**src/rtl/reg_scoreboard.sv**
```systemverilog
// Register-dependency scoreboard: per-register pending-write counters driving the decode stall.
// Optional macro REG_SCB_RET_BYPASS_EN lets a same-cycle retire of the last pending write unblock a source read.
module reg_scoreboard #(
  parameter int CNT_W = 2
) (
  input  logic             clk,
  input  logic             rst_n,
  input  logic             iss_valid,
  input  logic             iss_wr_en,
  input  logic [4:0]       iss_rd,
  input  logic [4:0]       iss_rs,
  input  logic [4:0]       iss_rt,
  input  logic             ret_valid,
  input  logic [4:0]       ret_rd,
  input  logic             flush,
  output logic             stall,
  output logic             busy,
  output logic [CNT_W+4:0] inflight,
  output logic             err_underflow
);

  localparam int INF_W = CNT_W + 5;
  localparam logic [CNT_W-1:0] CNT_MAX = '1;

  logic [CNT_W-1:0] cnt_q [32];
  logic [CNT_W-1:0] cnt_d [32];
  logic [INF_W-1:0] inflight_q, inflight_d;
  logic             err_q, err_d;

  logic haz_rs, haz_rt, haz_waw;
  logic acc, rec, rel, same_reg, underflow;

  always_comb begin
    haz_rs = (iss_rs != 5'd0) && (cnt_q[iss_rs] != '0);
    haz_rt = (iss_rt != 5'd0) && (cnt_q[iss_rt] != '0);
`ifdef REG_SCB_RET_BYPASS_EN
    // Write-first register file: the retiring value is visible to decode this cycle.
    if (ret_valid && (ret_rd == iss_rs) && (cnt_q[iss_rs] == CNT_W'(1))) haz_rs = 1'b0;
    if (ret_valid && (ret_rd == iss_rt) && (cnt_q[iss_rt] == CNT_W'(1))) haz_rt = 1'b0;
`endif
    haz_waw = iss_wr_en && (iss_rd != 5'd0) && (cnt_q[iss_rd] == CNT_MAX);
  end

  assign stall     = iss_valid && (haz_rs || haz_rt || haz_waw);
  assign acc       = iss_valid && !stall;
  assign rec       = acc && iss_wr_en && (iss_rd != 5'd0);
  assign rel       = ret_valid && (ret_rd != 5'd0);
  assign same_reg  = rec && rel && (iss_rd == ret_rd);
  assign underflow = rel && !same_reg && (cnt_q[ret_rd] == '0);

  always_comb begin
    cnt_d      = cnt_q;
    inflight_d = inflight_q;
    err_d      = err_q;
    if (flush) begin
      for (int i = 0; i < 32; i++) cnt_d[i] = '0;
      inflight_d = '0;
      err_d      = 1'b0;
    end else if (!same_reg) begin
      if (rec) cnt_d[iss_rd] = cnt_q[iss_rd] + CNT_W'(1);
      if (rel) begin
        if (underflow) err_d = 1'b1;
        else           cnt_d[ret_rd] = cnt_q[ret_rd] - CNT_W'(1);
      end
      inflight_d = inflight_q + INF_W'(rec) - INF_W'(rel && !underflow);
    end
  end

  // Entry 0 is held at zero so $zero never creates a hazard.
  always_ff @(posedge clk or negedge rst_n) begin
    if (!rst_n) begin
      for (int i = 0; i < 32; i++) cnt_q[i] <= '0;
      inflight_q <= '0;
      err_q      <= 1'b0;
    end else begin
      cnt_q[0] <= '0;
      for (int i = 1; i < 32; i++) cnt_q[i] <= cnt_d[i];
      inflight_q <= inflight_d;
      err_q      <= err_d;
    end
  end

  assign busy          = (inflight_q != '0);
  assign inflight      = inflight_q;
  assign err_underflow = err_q;

endmodule
```
**config.mk**
```make
export PLATFORM = sky130hd
export DESIGN_NAME = reg_scoreboard
export DESIGN_NICKNAME = d
export VERILOG_FILES = /design/src/rtl/reg_scoreboard.sv
export SDC_FILE = /design/constraint.sdc
export NUM_CORES = 1
export LEC_CHECK = 0
export CAP_MARGIN = 20
export CORE_UTILIZATION = 23
export CTS_CLUSTER_DIAMETER = 60
export DETAILED_ROUTE_END_ITERATION = 16
export HOLD_SLACK_MARGIN = 0.12
export SLEW_MARGIN = 0
export SYNTH_ARGS = -nofsm -noshare
export SYNTH_HDL_FRONTEND = slang
export SYNTH_SLANG_ARGS = --single-unit
```
**constraint.sdc**
```tcl
create_clock -name clk -period 9.6 [get_ports clk]
set_clock_uncertainty 0.2 [all_clocks]
set_input_delay 1.92 -clock clk [delete_from_list [all_inputs] [get_ports clk]]
set_output_delay 1.92 -clock clk [all_outputs]
set_load 0.02 [all_outputs]
```
==> flow_summary.toml <==
[grt]
grt-ovfl-total = 0
grt_pass1_vias = 6305
antenna_found_initial = 0
grt_max_degree = 71
grt_first_pass_wirelength_um = 40800
grt_usage_pct = 18.9

[timing]
clock.fmax_ghz = 0.122
whs_ns = 0.323
period_needed_ns = 8.22
worst_pin_slew_ns = 1.15
min_period_over_period_pct = 85.6
relSlewSlack_pct = 23.3
rsz0062_at_grt = "false"
setup_slack_ns = 1.38
hold_viol = 0
setup_viol = 0
fin_tns_setup_ns = 0
report.final.slew_viol_count = 0

[clock_tree]
clk_pin_slew_ns = 0.06
cts_sinks = 70
cts_root_buf = "clkbuf_16"
ctsHoldBuffers = 0
htreeDepth = 3
clkLatencyLatePin_ns = 0.36
cts_tree = "yes"
clockBufferDepth = 2
ctsResizeCount = 0
post_cts_buffers = 0
cts_buffers = 9

[route]
drtAntennaViolNets = 0
drtIter0Drc = 1012
wl_per_cell_um = 24.5
viasPerCell = 6.06
drc_errors = 0
vias = 6691
routed_wirelength_um = 27100
first_pass_iters = 5

[die]
core_area_um2 = 27900
die_w_um = 171
ios = 36
die_y_um = 171
fp.dieArea_um2 = 29200
rows = 61
initial_core_util_pct = 23.5

[critical_path]
cpMaxStageDelayCell = "clkdlybuf4s50_1"
cp.arrival_ns = 6.10
max_stage_delay_ns = 1.05
worstPathRequired_ns = 7.48
rr_worst_depth = 25
rr_startpoint = "cnt_q[46]"
crit_type = "input pin to primary output"
worst_setup_path_end_kind = "primary output"
cp_cell_sequence = "clkdlybuf4s50_1, buf_4, mux4_2, nand2_1, nand3_1, nor3_1, buf_4, inv_1, ha_1, o211a_1, a31oi_2, nand3_2, a211oi_1, nor2b_1, clkdlybuf4s50_1"
crit_fanout = 13
reg2reg_setup_slack_ns = 3.93
start_kind = "input pin"
r2r_end = "inflight[6]"

[yosys]
synth_edf_count = 0
synth-seq-cells = 70
yosysTopAreaCell = "dfrtp_1"
synth.top_cell.area_share_pct = 26.7
syn_inst = 736
synth_area_leaders = "dfrtp_1 27%, mux4_2 12%, nor2_1 4.0%"
mappedNetlistNets = 774
synth-seq-area-share_pct = 26.7
syn_area_um2 = 6560
ys_warn_count = 0
ys_async_sr_fraction_pct = 100
syn_area_per_cell_um2 = 8.91
ys.flop_type = "dfrtp_1"
synth_cell_types = 81

[worst_hold_path]
whs_path_depth = 2
hp-start = "err_underflow"
hp-class = "flop to flop"
min_to = "err_underflow"

[outcome]
status = "complete, no violations"

[cells_and_area]
stdcell_count = 1105
n_antenna_cell = 0
layout.nets = 760
final_core_util_pct = 26.5
drive_above_1_share_pct = 12.8
areaGrowthSynthToFinish_pct = 13.0
layout_common_cells = "70 x nor2_1, 70 x dfrtp_1, 48 x o21ai_0"

[pwr]
peakVddDrop_mv = 0.0868
leakage_nw = 2.63
cellPowerDensity_nw_per_um2 = 116

[placed_design]
dp_slack_ns = 1.24
numPortBuffers = 35
gp_congestion = 1.00
dp_hpwl_um = 19500
dpl.cell_count = 1089

[job]
maxCapViolations = 0
metrics by stage:
step	instance area [um^2]	power [mW]
finish	7410	0.861
CTS	7410	0.861
floorplan	6560	0.460
global route	7410	0.897
global placement	7130	0.534
detailed placement	7130	0.534
cell usage after synthesis, types with 7 or more instances:
cell	count
mux4_2	34
a211oi_1	19
and3_1	7
a22o_1	7
a21o_1	15
buf_2	16
buf_1	13
nand4_1	8
nor3_1	23
a22oi_1	21
o221ai_1	25
o22ai_1	8
inv_1	21
dfrtp_1	70
mux2_2	7
a31oi_1	8
nor2_1	70
o2bb2ai_1	12
and2_1	7
o211ai_1	7
o21ai_1	14
o21ai_0	48
nand2_1	40
a21oi_1	35
or3_1	8
nand3_1	23
ha_1	11
clkbuf_1	36
worst max-delay path: cells and delay by family:
family | cells | cell delay (ns)
buffers and inverters | 5 | 2.24
AOI/OAI and AO/OA | 3 | 0.62
and+or+nand+nor | 5 | 0.57
muxes | 1 | 0.55
adders and majority gates | 1 | 0.22
kinds of logic (layout without fill, tap and decap cells):
group / count (synthesis) / in the layout / share of synthesized area (%)
AND/OR/NAND/NOR: 231 / 231 / 18.1
XOR/XNOR: 8 / 8 / 1.07
AO/OA/AOI/OAI: 274 / 274 / 31.5
flip-flops: 70 / 70 / 26.7
multiplexers: 48 / 48 / 14.0
buffers and inverters: 93 / 84 / 6.20
adder cells (fa/ha/maj): 12 / 12 / 2.41
cell type report:
type / count / area, um^2
Clock inverter: 2 / 16.3
Tap cell: 378 / 473
Timing Repair Buffer: 46 / 425
Clock buffer: 14 / 264
Multi-Input combinational cell: 573 / 4400
Fill cell: 3029 / 20500
Sequential cell: 70 / 1750
Inverter: 22 / 82.6
state kept, by name (all words and copies together), names as in the netlist:
name	flops
cnt_q	62
err_underflow	1
inflight	7
worst max-delay path by stage:
| stage | startpoint | to | slack, ns | cells after the start |
|---|---|---|---|---|
| final | iss_rd[0] | stall | 1.38 | 15 |
| after global routing | iss_rd[0] | stall | 1.09 | 15 |
| after CTS | iss_rd[0] | stall | 1.41 | 15 |
| after detailed placement | iss_rd[0] | inflight[6] | 1.24 | 27 |
| after global placement | iss_rd[0] | inflight[6] | 1.35 | 27 |
| after floorplan | iss_rd[0] | inflight[6] | 1.96 | 29 |
routing by layer:
layer | track usage (%) | routed length, um
met5 | 0 | 0
met4 | 10.1 | 1460
met1 | 24.3 | 10200
met2 | 29.1 | 12300
met3 | 4.53 | 3160
power by group:
group / switching [mW] / internal (mW) / leakage, nW
Sequential: 0.00888 / 0.303 / 0.973
Combinational: 0.134 / 0.0865 / 1.52
Clock: 0.139 / 0.190 / 0.133
(Power assumes the default switching activity.)
